$ cat config.mk
export PLATFORM = sky130hd
export DESIGN_NAME = vram_writer_flat
export DESIGN_NICKNAME = d
export VERILOG_FILES = /design/src/rtl/sevga_pkg.sv /design/src/rtl/vram_writer_if.sv /design/src/rtl/vram_wr_fifo.sv /design/src/rtl/vram_writer.sv /design/src/flat_wrapper.sv
export SDC_FILE = /design/constraint.sdc
export NUM_CORES = 1
export LEC_CHECK = 0
export CORE_UTILIZATION = 52
export CTS_BUF_LIST = sky130_fd_sc_hd__clkbuf_2 sky130_fd_sc_hd__clkbuf_4 sky130_fd_sc_hd__clkbuf_8
export DETAILED_ROUTE_END_ITERATION = 6
export GPL_TIMING_DRIVEN = 0
export PLACE_DENSITY = 0.79
export SETUP_SLACK_MARGIN = 0.2
export SYNTH_ARGS = -nofsm -noshare
export SYNTH_HDL_FRONTEND = slang
export SYNTH_HIERARCHICAL = 1
export SYNTH_SLANG_ARGS = --single-unit
$ cat constraint.sdc
create_clock -name pixClock -period 3.25 [get_ports pixClock]
set_clock_uncertainty 0.1 [all_clocks]
set_input_delay 0.65 -clock pixClock [delete_from_list [all_inputs] [get_ports pixClock]]
set_output_delay 0.65 -clock pixClock [all_outputs]
set_load 0.005 [all_outputs]
$ cat src/rtl/sevga_pkg.sv
// SE-VGA shared types and defaults for the CPU-side VRAM write path.
// Holds framebuffer window defaults, the queued write entry and the writer FSM states.
// Also provides the slot rule that decides when a VRAM write may start.
package sevga_pkg;

    // SE main screen buffer in the 4MB configuration: 342 lines x 64 bytes.
    localparam logic [23:0] SEVGA_FB_BASE  = 24'h3FA700;
    localparam int unsigned SEVGA_FB_BYTES = 21888;

    typedef struct packed {
        logic [13:0] wordOff;
        logic [15:0] data;
        logic        ube;
        logic        lbe;
    } wr_entry_t;

    typedef enum logic [1:0] {IDLE, SETUP, STROBE, HOLD} wr_state_t;

    // The video fetch owns the VRAM at phase 7. A write takes SETUP/STROBE/HOLD,
    // so SETUP must land in phase 0..4, i.e. the deciding cycle is in {7,0,1,2,3}.
    function automatic logic phase_ok(input logic [2:0] ph);
        return (ph == 3'd7) || (ph <= 3'd3);
    endfunction

endpackage

$ cat src/rtl/vram_writer_if.sv
// Bundle between the CPU snoop / timing side and the VRAM writer.
// master: CPU strobe, address, data, byte strobes and hPhase out; VRAM bus and status in.
// slave: the writer; drives vramAddr/vramDout/nvramWE/vramDrive/overflow/fifoCount.
interface vram_writer_if #(
    parameter int FIFO_DEPTH = 4
);
    localparam int CW = $clog2(FIFO_DEPTH) + 1;

    logic          cpuWrStb;
    logic [22:0]   cpuAddr;
    logic [15:0]   cpuData;
    logic          nUDS;
    logic          nLDS;
    logic [2:0]    hPhase;
    logic [14:0]   vramAddr;
    logic [7:0]    vramDout;
    logic          nvramWE;
    logic          vramDrive;
    logic          overflow;
    logic [CW-1:0] fifoCount;

    modport master (
        output cpuWrStb, cpuAddr, cpuData, nUDS, nLDS, hPhase,
        input  vramAddr, vramDout, nvramWE, vramDrive, overflow, fifoCount
    );

    modport slave (
        input  cpuWrStb, cpuAddr, cpuData, nUDS, nLDS, hPhase,
        output vramAddr, vramDout, nvramWE, vramDrive, overflow, fifoCount
    );

endinterface

$ cat src/rtl/vram_wr_fifo.sv
// Synchronous FIFO of wr_entry_t; head visible on rdata_o while not empty.
// Latency: a push is visible at the head the cycle after its edge.
// Backpressure: push while full is ignored unless a pop in the same cycle frees the slot.
// Ports: clk_i/rst_i, push_i/wdata_i, pop_i/rdata_o, full_o, empty_o, count_o.
module vram_wr_fifo
    import sevga_pkg::*;
#(
    parameter int DEPTH = 4
) (
    input  logic                     clk_i,
    input  logic                     rst_i,
    input  logic                     push_i,
    input  wr_entry_t                wdata_i,
    input  logic                     pop_i,
    output wr_entry_t                rdata_o,
    output logic                     full_o,
    output logic                     empty_o,
    output logic [$clog2(DEPTH):0]   count_o
);
    localparam int AW = $clog2(DEPTH);
    localparam int CW = AW + 1;

    wr_entry_t     mem_q [DEPTH];
    logic [AW-1:0] wr_ptr_q, rd_ptr_q;
    logic [CW-1:0] count_q, count_d;
    logic          do_push, do_pop;

    assign full_o  = (count_q == CW'(DEPTH));
    assign empty_o = (count_q == '0);
    assign do_pop  = pop_i && !empty_o;
    // A same-cycle pop frees the slot, so a push into a full FIFO still lands.
    assign do_push = push_i && (!full_o || do_pop);

    always_comb begin
        count_d = count_q;
        case ({do_push, do_pop})
            2'b10:   count_d = count_q + CW'(1);
            2'b01:   count_d = count_q - CW'(1);
            default: count_d = count_q;
        endcase
    end

    always_ff @(posedge clk_i) begin
        if (rst_i) begin
            wr_ptr_q <= '0;
            rd_ptr_q <= '0;
            count_q  <= '0;
        end else begin
            if (do_push) wr_ptr_q <= wr_ptr_q + AW'(1);
            if (do_pop)  rd_ptr_q <= rd_ptr_q + AW'(1);
            count_q <= count_d;
        end
    end

    always_ff @(posedge clk_i) begin
        if (do_push) mem_q[wr_ptr_q] <= wdata_i;
    end

    assign rdata_o = mem_q[rd_ptr_q];
    assign count_o = count_q;

endmodule

$ cat src/rtl/vram_writer.sv
// CPU-side VRAM write path: snoops framebuffer word writes, queues them, and
// writes them byte-by-byte into 8-bit VRAM outside the phase-7 video fetch slot.
// Latency: SETUP one cycle after the push edge at best; 3 cycles per byte.
// Backpressure: none toward the CPU; a write arriving with the queue full is dropped and flags overflow.
// Ports: pixClock, reset (sync, active high), bus (slave side of vram_writer_if).
module vram_writer
    import sevga_pkg::*;
#(
    parameter logic [23:0] FB_BASE    = SEVGA_FB_BASE,
    parameter int unsigned FB_BYTES   = SEVGA_FB_BYTES,
    parameter int          FIFO_DEPTH = 4
) (
    input  logic          pixClock,
    input  logic          reset,
    vram_writer_if.slave  bus
);
    localparam int          CW        = $clog2(FIFO_DEPTH) + 1;
    localparam logic [23:0] FB_END    = FB_BASE + 24'(FB_BYTES);
    // FB_BASE is even, so the word offset is just the low word-address bits minus the base word.
    localparam logic [13:0] BASE_WORD = FB_BASE[14:1];

    wr_state_t     state_q, state_d;
    logic          upper_done_q, upper_done_d;
    logic          overflow_q, overflow_d;

    logic [23:0]   byte_addr;
    logic          in_win, qualify;
    wr_entry_t     push_entry, head;
    logic          fifo_full, fifo_empty, pop;
    logic [CW-1:0] fifo_count;
    logic          cur_lower, last_byte, more_work, drive;

    // Full 24-bit compares, so addresses below the base cannot wrap into the window.
    assign byte_addr = {bus.cpuAddr, 1'b0};
    assign in_win    = (byte_addr >= FB_BASE) && (byte_addr < FB_END);
    assign qualify   = bus.cpuWrStb && in_win && !(bus.nUDS && bus.nLDS);

    always_comb begin
        push_entry.wordOff = bus.cpuAddr[13:0] - BASE_WORD;
        push_entry.data    = bus.cpuData;
        push_entry.ube     = ~bus.nUDS;
        push_entry.lbe     = ~bus.nLDS;
    end

    vram_wr_fifo #(.DEPTH(FIFO_DEPTH)) u_fifo (
        .clk_i   (pixClock),
        .rst_i   (reset),
        .push_i  (qualify),
        .wdata_i (push_entry),
        .pop_i   (pop),
        .rdata_o (head),
        .full_o  (fifo_full),
        .empty_o (fifo_empty),
        .count_o (fifo_count)
    );

    // Byte in flight: upper first when enabled, lower once the upper is done.
    assign cur_lower = upper_done_q || !head.ube;
    assign last_byte = cur_lower || !head.lbe;
    assign pop       = (state_q == HOLD) && last_byte;
    // Work remains after this HOLD if the entry has another byte, another entry
    // is queued, or a write is being pushed right now (always accepted when popping).
    assign more_work = !last_byte || (fifo_count > CW'(1)) || qualify;

    always_comb begin
        state_d = state_q;
        case (state_q)
            IDLE:    if (!fifo_empty && phase_ok(bus.hPhase)) state_d = SETUP;
            SETUP:   state_d = STROBE;
            STROBE:  state_d = HOLD;
            HOLD:    state_d = (more_work && phase_ok(bus.hPhase)) ? SETUP : IDLE;
            default: state_d = IDLE;
        endcase
    end

    always_comb begin
        upper_done_d = upper_done_q;
        if (pop)                    upper_done_d = 1'b0;
        else if (state_q == HOLD)   upper_done_d = 1'b1;
        overflow_d = overflow_q || (qualify && fifo_full && !pop);
    end

    always_ff @(posedge pixClock) begin
        if (reset) begin
            state_q      <= IDLE;
            upper_done_q <= 1'b0;
            overflow_q   <= 1'b0;
        end else begin
            state_q      <= state_d;
            upper_done_q <= upper_done_d;
            overflow_q   <= overflow_d;
        end
    end

    // Head entry is stable from SETUP through HOLD: it only advances on the pop edge.
    assign drive         = (state_q != IDLE);
    assign bus.vramDrive = drive;
    assign bus.nvramWE   = (state_q != STROBE);
    assign bus.vramAddr  = drive ? {head.wordOff, cur_lower} : '0;
    assign bus.vramDout  = !drive ? '0 : (cur_lower ? head.data[7:0] : head.data[15:8]);
    assign bus.overflow  = overflow_q;
    assign bus.fifoCount = fifo_count;

endmodule

$ cat src/flat_wrapper.sv
// flat-port wrapper written by rule: the top's interface ports become plain ports
module vram_writer_flat import sevga_pkg::*;
#(
    parameter logic [23:0] FB_BASE    = SEVGA_FB_BASE,
    parameter int unsigned FB_BYTES   = SEVGA_FB_BYTES,
    parameter int          FIFO_DEPTH = 4
)
  (pixClock, reset, bus_cpuWrStb, bus_cpuAddr, bus_cpuData, bus_nUDS, bus_nLDS, bus_hPhase, bus_vramAddr, bus_vramDout, bus_nvramWE, bus_vramDrive, bus_overflow, bus_fifoCount);
  vram_writer_if #(.FIFO_DEPTH(FIFO_DEPTH)) bus_i ();
  input  logic pixClock;
  input  logic reset;
  input wire logic [$bits(bus_i.cpuWrStb)-1:0] bus_cpuWrStb;
  input wire logic [$bits(bus_i.cpuAddr)-1:0] bus_cpuAddr;
  input wire logic [$bits(bus_i.cpuData)-1:0] bus_cpuData;
  input wire logic [$bits(bus_i.nUDS)-1:0] bus_nUDS;
  input wire logic [$bits(bus_i.nLDS)-1:0] bus_nLDS;
  input wire logic [$bits(bus_i.hPhase)-1:0] bus_hPhase;
  output wire logic [$bits(bus_i.vramAddr)-1:0] bus_vramAddr;
  output wire logic [$bits(bus_i.vramDout)-1:0] bus_vramDout;
  output wire logic [$bits(bus_i.nvramWE)-1:0] bus_nvramWE;
  output wire logic [$bits(bus_i.vramDrive)-1:0] bus_vramDrive;
  output wire logic [$bits(bus_i.overflow)-1:0] bus_overflow;
  output wire logic [$bits(bus_i.fifoCount)-1:0] bus_fifoCount;
  assign bus_i.cpuWrStb = bus_cpuWrStb;
  assign bus_i.cpuAddr = bus_cpuAddr;
  assign bus_i.cpuData = bus_cpuData;
  assign bus_i.nUDS = bus_nUDS;
  assign bus_i.nLDS = bus_nLDS;
  assign bus_i.hPhase = bus_hPhase;
  assign bus_vramAddr = bus_i.vramAddr;
  assign bus_vramDout = bus_i.vramDout;
  assign bus_nvramWE = bus_i.nvramWE;
  assign bus_vramDrive = bus_i.vramDrive;
  assign bus_overflow = bus_i.overflow;
  assign bus_fifoCount = bus_i.fifoCount;
  vram_writer #(.FB_BASE(FB_BASE), .FB_BYTES(FB_BYTES), .FIFO_DEPTH(FIFO_DEPTH)) u_core (.pixClock(pixClock), .reset(reset), .bus(bus_i));
endmodule
# Word level (Yosys, flattened, before mapping)
# Memories as Yosys holds them, arrays and structs flattened. A register that Yosys moved wholly into a read port is not among the register bits.
# Index checks and enable logic that the tools add are counted.
word_totals:
  register_bits: 11
  mem_bits_rw: 128
  output_inout_bits: 29
  word_cells: 68
  n_memories: 1
classes:
  add_sub_neg: 5
  n_lt_le_gt_ge: 4
  n_eq_ne: 9
  muxes: 11
  n_bitwise: 2
  reduce_logical: 30
memory_table:
  columns: ["memory", "words", "width", "read_ports", "rd_ports_with_merged_regs", "write_ports", "line", "source"]
  rows:
  - ["u_core.u_fifo.mem_q", 4, 32, 1, 1, 1, "vram_wr_fifo.sv:23", "wr_entry_t mem_q [DEPTH];"]
op_table:
  columns: ["operator", "count"]
  rows:
  - ["$ge A24 B22 Y1 const B", 1]
  - ["$lt A24 B22 Y1 const B", 1]
  - ["$mux W8", 2]
  - ["$mux W15", 1]
  - ["$sub A14 B13 Y14 const B", 1]
  - ["$logic_and A1 B1 Y1", 11]
  - ["$pmux W2 S4", 1]
  - ["$logic_not A1 Y1", 7]
  - ["$logic_or A1 B1 Y1", 7]
  - ["$eq A2 B2 Y1 const B", 3]
  - ["$eq A3 B3 Y1 const B", 2]
  - ["$mux W2", 3]
  - ["$pmux W3 S2", 1]
  - ["$add A2 B1 Y2 const B", 2]
  - ["$eq A2 B1 Y1 const B", 2]
  - ["$reduce_bool A2 Y1", 2]
  - ["$add A3 B1 Y3 const B", 1]
  - ["$gt A3 B1 Y1 const B", 1]
  - ["$le A3 B2 Y1 const B", 1]
  - ["$logic_not A3 Y1", 1]
  - ["$mux W1", 3]
  - ["$sub A3 B1 Y3 const B", 1]
  - ["$logic_not A2 Y1", 1]
  - ["$ne A2 B1 Y1 const B", 1]
  - ["other kinds (3)", 4]

# Longest topological paths before layout
depth:
  ltp_word: 9
  mapped_depth: 14
  ltp_nobuf: 14

# Hierarchy
# Netlist, hierarchy kept.
modules_own_cells:
  columns: ["mod", "n_inst", "cells_per_inst", "area_per_inst_um2", "seq_area_each_um2"]
  rows:
  - ["vram_wr_fifo", 1, 221, 5146.2, 4023.9]
  - ["vram_writer", 1, 106, 709.4, 80.1]

# Least setup slack after synthesis
# Ideal clock, no wire load.
synth_path:
  kind: "register to register"
  startpoint: "register with a tool-made name"
  endpoint: "register u_core.u_fifo.count_q[2], in the netlist u_core/u_fifo/count_o[2]"
  t_arrival_ns: 3.052
  t_required_ns: 3.080
  setup_slack_ns: 0.027
  path_stages_with_launch: 14
  n_path_buf: 2
  synth_period_minus_slack_ns: 3.223
  cell_sequence: "dfxtp_1 > buf_6 > buf_12 > mux4_2 > nor2b_1 > a21boi_0 > o31ai_1 > inv_1 > ha_1 > inv_1 > fa_1 > xor2_1 > or3_2 > a21oi_1"
synth_lines:
  columns: ["element", "line", "source"]
  rows:
  - ["to (signal assigned)", "vram_wr_fifo.sv:51", "count_q <= count_d;"]
  - ["to (decl)", "vram_wr_fifo.sv:25", "logic [CW-1:0] count_q, count_d;"]

==> results.ini <==
[outcome]
status=complete, no violations

[cts]
cts_root_buffer=clkbuf_8
clock_path_buffers=2
numCtsBuffers=17
cts_tree=done
cts.clk_slew.worst_paths_ns=0.07
clkSinkCount=141
worstSkewPairLatency_ns=0.42
h-tree-depth=4

[worst_setup_path]
critical_path_data_required_time_ns=2.50
worst-setup-path-type=reg -> out
timing.critical_path.max_delay_family=buffers and inverters
cpPeakStageDelay_ns=0.50
timing.critical_path.depth=8
worst-path-buf-inv=4
r2r.worst_path.cells=13
timing.critical_path.fanout_max=8
path_cells=buf_6 > buf_12 > mux4_2 > or2b_1 > clkbuf_8 > nand2_1 > a21oi_1 > dlygate4sd2_1
start_kind=flop
timing.critical_path.slowest_stage_cell=mux4_2
category_of_the_worst_setup_path_capture_point=primary output
critPathArrivalTime_ns=2.30

[synth]
synthesis.nets=386
synthDistinctLibCells=43
avgSynthCellArea_um2=17.91
yosysTopAreaCell=edfxtp_1
synth-edff-count=128
top_cells_by_instance_count_after_synthesis=edfxtp_1 (128), mux4_2 (32), nand2_1 (22)
synthesis.instances=327
netlist_top_cells_area=edfxtp_1 (66%), mux4_2 (12%), dfxtp_1 (4.4%), ha_1 (2.4%), nor2b_1 (1.6%)
synthMostInstantiatedCell=edfxtp_1
sequential_cell_area_fraction_in_the_yosys_report_pct=70.09
synthesis.yosys.warnings=6
yosysTopAreaCellShare_pct=65.64
ys.flop_type=edfxtp_1
register_bit_count_reported_by_yosys=141
post_synth_instance_area_um2=5856
postSynth.asyncResetShare_pct=0

[floorplan]
design.die.area_um2=11690
fp.dieH_um=108.1
placement_rows=38
start_util_pct=53.78
core-area_um2=10890
fp.dieW_um=108.1
boundaryPins=76

[timing]
final.setup.worst_slack_ns=0.2048
slew_viol_final=0
timing.final.hold_violations=0
final_number_of_setup_violating_endpoints=0
final.min_clock_period_ns=3.045
setup_repair_after_global_routing_missed_its_margin=true
relSlewSlack_pct=64.82
worst_slew_pin_slew_ns=0.5277
fin_crit_sh_pct=93.70
fmaxAchievable_ghz=0.3284

[final_layout]
fin_nets=494
layout-area-overhead-vs-synth_pct=25.81
area.sequential_um2=4106
num_antenna_cells=0
multi_input_comb_area_um2=1658
drive_gt1_share_pct=25.95
stdcell_area_um2=7367
filler_cell_count=731

[grt]
grt.total_usage_pct=20.55
grt_pass1_vias=3334
global_route.overflow_total=0
grt_max_degree=33
grt_pass1_wl_mm=16.91
antenna_found_initial=0

[route]
detailedRoute.firstIterationViolations=198
vias=3265
wl_mm=11.44
detail_route.first_pass.iterations=4
avgRoutedWirePerCell_um=19.49
ant_nets=0
avgViaCountPerCell=5.562
drc=0

[worst_hold_path]
min_delay_path_depth=2
worst_hold_path_type=reg -> reg

[power]
total_power_mw=3.370
power.density_cell_area_nw_per_um2=457.4
vdd_ir_drop_max_uv=244.8
leakage_power_nw=2.465

[placement]
dpl_cell_area_um2=6800
buffer_ports.inserted=75
place_worst_setup_slack_ns=-0.5177
place.gp.congestion=0.7455
placed_wire_length_estimate_after_detailed_placement_mm=7.004

[job]
maxCapViolCount=0

## worst paths after layout
| check | from | to | slack (ns) |
|---|---|---|---|
| worst max-delay path | flop | bus_vramDout[2] | 0.20 |
| worst min register to register | u_core/bus.overflow$_SDFF_PP0_ | u_core/bus.overflow$_SDFF_PP0_ | 0.40 |
| worst max register to register | flop | u_core/u_fifo/count_o[2]$_SDFFE_PP0P_ | 0.37 |
| worst min-delay path | u_core/bus.overflow$_SDFF_PP0_ | u_core/bus.overflow$_SDFF_PP0_ | 0.40 |
## flip-flops by register name, indices dropped and copies added (netlist names), named ones only
register	flops
u_core/u_fifo/rd_ptr_q	2
u_core/upper_done_q	1
u_core/state_q	2
u_core/u_fifo/count_o	3
u_core/bus.overflow	1
u_core/u_fifo/wr_ptr_q	2
u_core/u_fifo/mem_q	128
## what timing repair did
item	4_1_cts	5_1_grt
setup buffers	9	4
hold buffers	0	0
resized for setup	49	16
endpoints found under the setup margin	150	23
gates cloned	0	1
pin swaps	8	4
hold endpoints to repair	0	0
## worst min-delay path: stages, from the launching register on
cell and delay, ns:
dfxtp_1 0.32, inv_1 0.05, o22ai_1 0.08
## per-stage QoR
| stage | TNS, ns | hold WS (ns) | instances | util, % |
|---|---|---|---|---|
| after floorplan | 0 | 0.3591 | 327 | - |
| after global placement | -63.08 | 0.3711 | 542 | 62.46 |
| after detailed placement | -64.79 | 0.3787 | 542 | 62.46 |
| after CTS | 0 | 0.3901 | 582 | 67.05 |
| after global routing | 0 | 0.4094 | 587 | 67.66 |
| final | 0 | 0.4033 | 587 | 67.66 |
## cell families after synthesis
| kind of cell | count (synthesis) | synth area share [%] |
|---|---|---|
| AOI/OAI and AO/OA | 30 | 3.184 |
| xor gates and xnor gates | 8 | 1.197 |
| adders and majority gates | 12 | 2.692 |
| buffers and inverters | 30 | 2.949 |
| DFF | 141 | 70.09 |
| muxes | 35 | 12.91 |
| and+or+nand+nor | 71 | 6.987 |
## power breakdown
| part | total (mW) | leakage [nW] | internal, mW | switching (mW) |
|---|---|---|---|---|
| Combinational | 0.102 | 1.03 | 0.0540 | 0.0481 |
| Clock | 1.29 | 0.179 | 0.674 | 0.615 |
| Sequential | 1.98 | 1.26 | 1.98 | 0.0000712 |
| Total | 3.37 | 2.47 | 2.71 | 0.664 |
## cells in the final DEF, fill, tap and decap left out, types with 8 or more instances in the layout
cell type        Yosys  routed
dlygate4sd2_1        0      16
xor2_1               8       8
nor2b_1             15      14
dfxtp_1             13      11
clkdlybuf4s50_1      0      52
ha_1                11       8
edfxtp_1           128     128
buf_4                0      12
a21oi_1             16      14
inv_1               18      15
nor2_1              12      11
mux4_2              32      32
clkbuf_8             0      19
nand2_1             22      22
## final cells by class
class	count	area share [%]
Sequential cell	141	55.74
Multi-Input combinational cell	156	22.50
Timing Repair Buffer	89	11.62
Clock buffer	18	3.278
Tap cell	140	2.378
Buffer	12	1.851
Clock inverter	13	1.715
Inverter	18	0.9171
## per-layer routing
layer / vias up / wire length (µm) / track usage [%]
li1: 1476 / - / -
met1: 1660 / 4675 / 25.85
met2: 112 / 5872 / 34.39
met3: 17 / 676 / 5.244
met4: 0 / 214 / 7.730
met5: - / 0 / 0
Power figures use the tool's default switching activity.
